**src/rtl/cnt_pkg.sv**
```systemverilog
// Shared constants and record layout for the count sampler.
// Record is packed {seq, of_seen, cnt}, MSB first.
package cnt_pkg;
  localparam int CNT_W   = 8;
  localparam int SEQ_W   = 4;
  localparam int OF_POS  = CNT_W;
  localparam int SEQ_LSB = CNT_W + 1;
  localparam int REC_W   = SEQ_W + 1 + CNT_W;
  localparam int DROP_W  = 8;

  typedef struct packed {
    logic [SEQ_W-1:0] seq;
    logic             of_seen;
    logic [CNT_W-1:0] cnt;
  } rec_t;
endpackage

```
**src/rtl/sync_fifo.sv**
```systemverilog
// Synchronous FIFO with occupancy counter and fall-through head.
// A push into a full FIFO is accepted only alongside a pop.
module sync_fifo #(
  parameter int W     = 8,
  parameter int DEPTH = 4
) (
  input  logic                     clk,
  input  logic                     rst,
  input  logic                     i_push,
  input  logic                     i_pop,
  input  logic [W-1:0]             i_data,
  output logic [W-1:0]             o_data,
  output logic                     o_full,
  output logic                     o_empty,
  output logic [$clog2(DEPTH):0]   o_count
);
  localparam int AW = $clog2(DEPTH);
  localparam logic [AW:0] FULL_N = (AW+1)'(DEPTH);

  logic [W-1:0]  r_mem [DEPTH];
  logic [AW-1:0] r_wptr;
  logic [AW-1:0] r_rptr;
  logic [AW:0]   r_count;
  logic          w_pop;
  logic          w_push;

  assign o_full  = (r_count == FULL_N);
  assign o_empty = (r_count == '0);
  assign o_count = r_count;
  assign w_pop   = i_pop & ~o_empty;
  assign w_push  = i_push & (~o_full | w_pop);
  assign o_data  = o_empty ? '0 : r_mem[r_rptr];

  always_ff @(posedge clk) begin
    if (rst) begin
      r_wptr  <= '0;
      r_rptr  <= '0;
      r_count <= '0;
    end else begin
      if (w_push) r_wptr <= r_wptr + 1'b1;
      if (w_pop)  r_rptr <= r_rptr + 1'b1;
      unique case ({w_push, w_pop})
        2'b10:   r_count <= r_count + 1'b1;
        2'b01:   r_count <= r_count - 1'b1;
        default: r_count <= r_count;
      endcase
    end
  end

  // Storage needs no reset; the head is masked while empty.
  always_ff @(posedge clk) begin
    if (w_push) r_mem[r_wptr] <= i_data;
  end
endmodule

```
**src/rtl/cnt_sampler.sv**
```systemverilog
// Windowed snapshot of the event counter with sticky overflow,
// sequence tag, drop counting and a valid/ready record FIFO.
module cnt_sampler #(
  parameter int CNT_W   = cnt_pkg::CNT_W,
  parameter int WIN_CYC = 100,
  parameter int DEPTH   = 4,
  parameter int SEQ_W   = cnt_pkg::SEQ_W
) (
  input  logic                     clk,
  input  logic                     rst,
  input  logic [CNT_W-1:0]         cnt_i,
  input  logic                     of_i,
  input  logic                     en_i,
  output logic                     rec_valid_o,
  input  logic                     rec_ready_i,
  output logic [SEQ_W+CNT_W:0]     rec_data_o,
  output logic                     full_o,
  output logic                     empty_o,
  output logic [7:0]               drop_cnt_o
);
  import cnt_pkg::*;

  localparam int TW = $clog2(WIN_CYC);
  localparam int RW = SEQ_W + 1 + CNT_W;
  localparam int CW = $clog2(DEPTH) + 1;
  localparam logic [TW-1:0] T_LAST = TW'(WIN_CYC - 1);
  localparam logic [CW-1:0] N_FULL = CW'(DEPTH);
  localparam logic [DROP_W-1:0] D_MAX = '1;

  logic [TW-1:0]     r_timer;
  logic              r_of_seen;
  logic [SEQ_W-1:0]  r_seq;
  logic [DROP_W-1:0] r_drop;
  logic              w_tick;
  logic              w_pop;
  logic              w_drop;
  logic              w_full;
  logic              w_empty;
  logic [CW-1:0]     w_count;
  logic [RW-1:0]     w_rec;

  assign w_tick = en_i & (r_timer == T_LAST);
  assign w_pop  = rec_valid_o & rec_ready_i;
  assign w_drop = w_tick & w_full & ~w_pop;
  assign w_rec  = {r_seq, r_of_seen | of_i, cnt_i};

  always_ff @(posedge clk) begin
    if (rst) begin
      r_timer   <= '0;
      r_of_seen <= 1'b0;
      r_seq     <= '0;
    end else if (!en_i) begin
      r_timer   <= '0;
      r_of_seen <= 1'b0;
    end else if (w_tick) begin
      r_timer   <= '0;
      r_of_seen <= 1'b0;
      r_seq     <= r_seq + 1'b1;
    end else begin
      r_timer   <= r_timer + 1'b1;
      r_of_seen <= r_of_seen | of_i;
    end
  end

  always_ff @(posedge clk) begin
    if (rst) begin
      r_drop <= '0;
    end else if (w_drop && r_drop != D_MAX) begin
      r_drop <= r_drop + 1'b1;
    end
  end

  sync_fifo #(
    .W     (RW),
    .DEPTH (DEPTH)
  ) u_fifo (
    .clk     (clk),
    .rst     (rst),
    .i_push  (w_tick),
    .i_pop   (rec_ready_i),
    .i_data  (w_rec),
    .o_data  (rec_data_o),
    .o_full  (w_full),
    .o_empty (w_empty),
    .o_count (w_count)
  );

  assign rec_valid_o = ~w_empty;
  assign full_o      = (w_count == N_FULL);
  assign empty_o     = (w_count == '0);
  assign drop_cnt_o  = r_drop;
endmodule
```
**config.mk**
```make
export PLATFORM = sky130hd
export DESIGN_NAME = cnt_sampler
export DESIGN_NICKNAME = d
export VERILOG_FILES = /design/src/rtl/cnt_pkg.sv /design/src/rtl/sync_fifo.sv /design/src/rtl/cnt_sampler.sv
export SDC_FILE = /design/constraint.sdc
export NUM_CORES = 1
export LEC_CHECK = 0
export ABC_AREA = 1
export CAP_MARGIN = 20
export CORE_ASPECT_RATIO = 0.9
export CORE_MARGIN = 3
export CORE_UTILIZATION = 32
export DETAILED_ROUTE_END_ITERATION = 7
export GPL_TIMING_DRIVEN = 1
export PLACE_DENSITY = 0.53
export SETUP_SLACK_MARGIN = 0.3
export SLEW_MARGIN = 20
export SYNTH_ARGS = -nofsm -noshare
export SYNTH_HDL_FRONTEND = slang
export SYNTH_HIERARCHICAL = 1
export SYNTH_SLANG_ARGS = --single-unit
export TNS_END_PERCENT = 100
```
**constraint.sdc**
```tcl
create_clock -name clk -period 2.3 [get_ports clk]
set_input_delay 0.345 -clock clk [delete_from_list [all_inputs] [get_ports clk]]
set_output_delay 0.345 -clock clk [all_outputs]
set_load 0.05 [all_outputs]
```
# ---- After elaboration in Yosys (flattened, before gate mapping)
# Memories as Yosys holds them, arrays and structs flattened. A register that Yosys moved wholly into a read port is not among the register bits.
# Index checks and enable logic that the tools add are counted.
dict set report totals {
  mem_bits_rw 52
  input_bits 13
  output_inout_bits 24
  regBits 27
  mem_count 1
}
dict set report op_classes {
  reduce_logical 5
  add_sub_neg 7
  bitwise_logic 11
  mux 6
  eq_ne 5
}
# name words word_bits rd rd_ports_with_merged_regs wr line_no
set mem_list {}
lappend mem_list {u_fifo.r_mem 4 13 1 1 1 sync_fifo.sv:20} ;# logic [W-1:0] r_mem [DEPTH];
# op n
set ops {}
lappend ops {{13-bit 2-to-1 mux} 1}
lappend ops {{8-bit by 1-bit adder with 8-bit output, second input constant} 1}
lappend ops {{8-bit != test, second input constant} 1}
lappend ops {{7-bit by 1-bit adder with 7-bit output, second input constant} 1}
lappend ops {{7-bit == test, second input constant} 1}
lappend ops {{3-bit one-hot mux with 2 select lines} 1}
lappend ops {{1-bit AND} 5}
lappend ops {{2-bit by 1-bit adder with 2-bit output, second input constant} 2}
lappend ops {{4-bit by 1-bit adder with 4-bit output, second input constant} 1}
lappend ops {{2-bit 2-to-1 mux} 2}
lappend ops {{1-bit NOT} 4}
lappend ops {{3-bit by 1-bit adder with 3-bit output, second input constant} 1}
lappend ops {{3-bit == test, second input constant} 1}
lappend ops {{3-bit logical NOT} 1}
lappend ops {{3-bit OR reduction} 1}
lappend ops {{3-bit by 1-bit subtractor with 3-bit output, second input constant} 1}
lappend ops {{2-bit by 1-bit == test with 1-bit output, second input constant} 1}
lappend ops {{2-bit == test, second input constant} 1}
lappend ops {{1-bit 2-to-1 mux} 2}
lappend ops {{1-bit OR} 2}
lappend ops {{2-bit AND reduction} 1}
lappend ops {{2-bit nonzero test} 1}
lappend ops {{1-bit logical AND} 1}

# ---- Depth between registers and ports, before layout
dict set report logic_depth {
  ltp_word 7
  mapped_depth 15
  mapped_depth_nobuf 14
}

# ---- By module
# The synthesis kept the hierarchy.
# mod area_each_um2 seq_area_each_um2 instances cells_each
set modules_own_cells {}
lappend modules_own_cells {sync_fifo 2533.7 1741.7 1 227}
lappend modules_own_cells {cnt_sampler 1064.8 400.4 1 143}

# ---- Worst setup path before layout
# No wires, ideal clock.
dict set report synth_path {
  kind {flip-flop to flip-flop}
  start {register r_timer[0]}
  end {memory u_fifo/r_mem[0][0] (netlist bit) (enable)}
  setup_slack_ps 242
  n_path_buf 1
  period_less_slack_ps 2058
  t_required_ps 1918
  setup_ps 382
  stages_incl_launch_ff 7
  arrival_ps 1675
  path_cell_list {dfxtp_1 -> ha_1 -> nand3_2 -> nor2_8 -> buf_8 -> nand2_1 -> nor2_1}
}
dict set report synth_between {
  elab_chain_len 5
}
# item line_no
set synth_lines {}
lappend synth_lines {{start: declaration} cnt_sampler.sv:30} ;# logic [TW-1:0] r_timer;
lappend synth_lines {{start signal: assignment} cnt_sampler.sv:60} ;# r_timer <= r_timer + 1'b1;
lappend synth_lines {{7-bit == test} cnt_sampler.sv:42} ;# assign w_tick = en_i & (r_timer == T_LAST);
lappend synth_lines {{1-bit AND} cnt_sampler.sv:42}
lappend synth_lines {{net w_tick} cnt_sampler.sv:34} ;# logic w_tick;
lappend synth_lines {{1-bit AND} sync_fifo.sv:31} ;# assign w_push = i_push & (~o_full | w_pop);
lappend synth_lines {{1-bit 2-to-1 mux} sync_fifo.sv:52} ;# if (w_push) r_mem[r_wptr] <= i_data;
lappend synth_lines {{1-bit 2-to-1 mux (implied by the code)} sync_fifo.sv:52}
lappend synth_lines {{end: declaration} sync_fifo.sv:20}
# The timed path passes the listed nets, and every way through them passes these cells.

==> impl_metrics.toml <==
[yosys]
synth_top_area_share = 0.4339
netlist_instances = 370
yosysSeqAreaShare = 0.5953
synth_warnings = 6
synth_area_sq_um = 3598
synth_cell_types = 31
yosys.area.top_type = "edfxtp_1"
synth_seq_cells = 81
synth_fp_nets = 392
yosys-top-cells-area = "edfxtp_1 (43%), dfxtp_1 (16%), nor2_1 (8.3%)"
avgSynthCellArea_sq_um = 9.726

[global_route]
grt_first_pass_wirelength_um = 11830
grt-ovfl-total = 0
first_global_vias = 2458
grt_usage = 0.1169
grt_max_degree = 27
antenna_found_initial = 0

[layout]
final_util = 0.4330
instances_no_fill = 578
final_area_sq_um = 4720
layout_commonest_cell = "nor2_1"
layout_common_cells = "nor2_1 (79), edfxtp_1 (52), nand2_1 (45)"
antenna_cells = 0
syn2layout_area_growth_pct = 31.15
layout-drive-gt1-share = 0.1831
fin_nets = 443

[clock_network]
htreeDepth = 3
cts_root_buf = "clkbuf_16"
cts_buffers = 9
clkTransAtPathRegs_ns = 0.06
clock-sinks = 81
tritoncts = "yes"
cts_max_path_buffers = 2
insertion_delay_ns = 0.33

[place]
dpl.cell_count = 560
gp_congestion = 0.7995
dp_slack_ns = 0.08141
dp_hpwl_um = 4559
io_buffers = 36
postPlaceCellArea_sq_um = 4327

[worst_setup_path]
arrival_ns = 1.57
critPathKind = "reg -> out"
setup.worst_path.end_class = "output pin"
crit_path_start_kind = "flop"
cp_data_required_time_ns = 1.96
crit_fanout = 15

[power]
power-per-cell-area_nw_per_um2 = 784.8
total_leakage_power_nw = 1.769
peakVddDrop_mv = 0.3047
p_total_mw = 3.704

[run]
drv_cap = 0

[floorplanning]
dieArea_sq_um = 12560
die_w_um = 117.8
io_pins = 37
start_util = 0.3301
die_y_um = 106.6
num_rows = 36
core-area_sq_um = 10900

[status]
status = "finished, final reports clean"

[route]
via_per_inst = 4.434
drt-pass1-iter-count = 4
wl_per_cell_um = 12.11
drt_iter0_drc = 102
via_count = 2563
drcViolationCount = 0
postRouteAntennaNets = 0
drt_wl_total_um = 7002

[hold_path]
hold_path_class = "in -> reg"

[sta]
max_freq_mhz = 522.0
hold_viol_final = 0
whs_ns = 0.4389
slew_headroom = 0.6507
fin_ws_ns = 0.3843
setup_tns_ns = 0
finalCritPeriodShare = 0.8329
finClkSkew_ns = 0.006239
rsz0062_at_grt = "no"
finalSetupViolations = 0
worst_pin_slew_ns = 0.5231
slew_viol_final = 0
post-route-min-period_ns = 1.916
## worst paths after layout
| kind | from | end | slack [ns] | cells after the start |
|---|---|---|---|---|
| max | flop | rec_data_o[12] | 0.38 | 6 |
| min | en_i | r_timer[1] | 0.44 | 3 |
| max reg2reg | u_fifo/o_count[2] | u_fifo/o_count[2] | 0.46 | 13 |
| min reg2reg | r_timer[0] | r_timer[0] | 0.45 | 1 |
## layer usage
layer | track usage | routed length (um)
met1 | 0.1469 | 3379
met2 | 0.1945 | 3276
met3 | 0.03850 | 281
met4 | 0.03180 | 64
met5 | 0 | 0
## worst max-delay path, stage by stage, from the launching register on
cell,delay [ns]
dfxtp_4,0.41
buf_6,0.19
nor2_1,0.06
nor2_1,0.09
o21ai_1,0.08
a21oi_2,0.24
buf_12,0.17
## timing repair
| item | 4_1_cts | 5_1_grt |
|---|---|---|
| hold buffers | 0 | 0 |
| buffers inserted | 0 | 2 |
| setup endpoints to repair | 16 | 25 |
| resized for setup | 11 | 21 |
| pin swaps | 1 | 4 |
## logic make-up after synthesis
| kind of cell | share of synthesized area |
|---|---|
| xor+xnor | 0.009738 |
| simple gates | 0.2038 |
| fa+ha+maj | 0.03338 |
| compound gates | 0.09145 |
| flops | 0.5953 |
| buf+inv | 0.06641 |
## power breakdown
| part | total [mW] | switching (mW) | internal, mW |
|---|---|---|---|
| registers | 1.58 | 0.0244 | 1.56 |
| clock network | 1.40 | 0.560 | 0.845 |
| logic | 0.717 | 0.445 | 0.272 |
| total | 3.70 | 1.03 | 2.67 |
## cells in the mapped netlist, drive strengths merged
cell type and n:
a21boi 1, a21oi 29, buf 9, dfxtp 29, edfxtp 52, fa 1, ha 8, inv 41
nand2 49, nand3 17, nand4 7, nor2 84, nor3 4, nor3b 1, o21ai 33, or3 1
xnor2 2, xor2 2
## layout make-up
cell class	count	area [sq um]
clock inverters	6	66.31
fillers	1038	6181
flip-flops and latches	81	2147
well taps	152	190.2
inverters	41	161.4
clock buffers	10	229.0
multi-input cells	239	1279
repair buffers	49	646.9
## flip-flops by register name (all words and copies together), names as in the netlist, named ones only
signal,flops
u_fifo/o_count,3
r_seq,4
u_fifo/r_wptr,2
drop_cnt_o,8
r_timer,7
u_fifo/r_rptr,2
r_of_seen,1
u_fifo/r_mem,52
(Power assumes the default switching activity.)
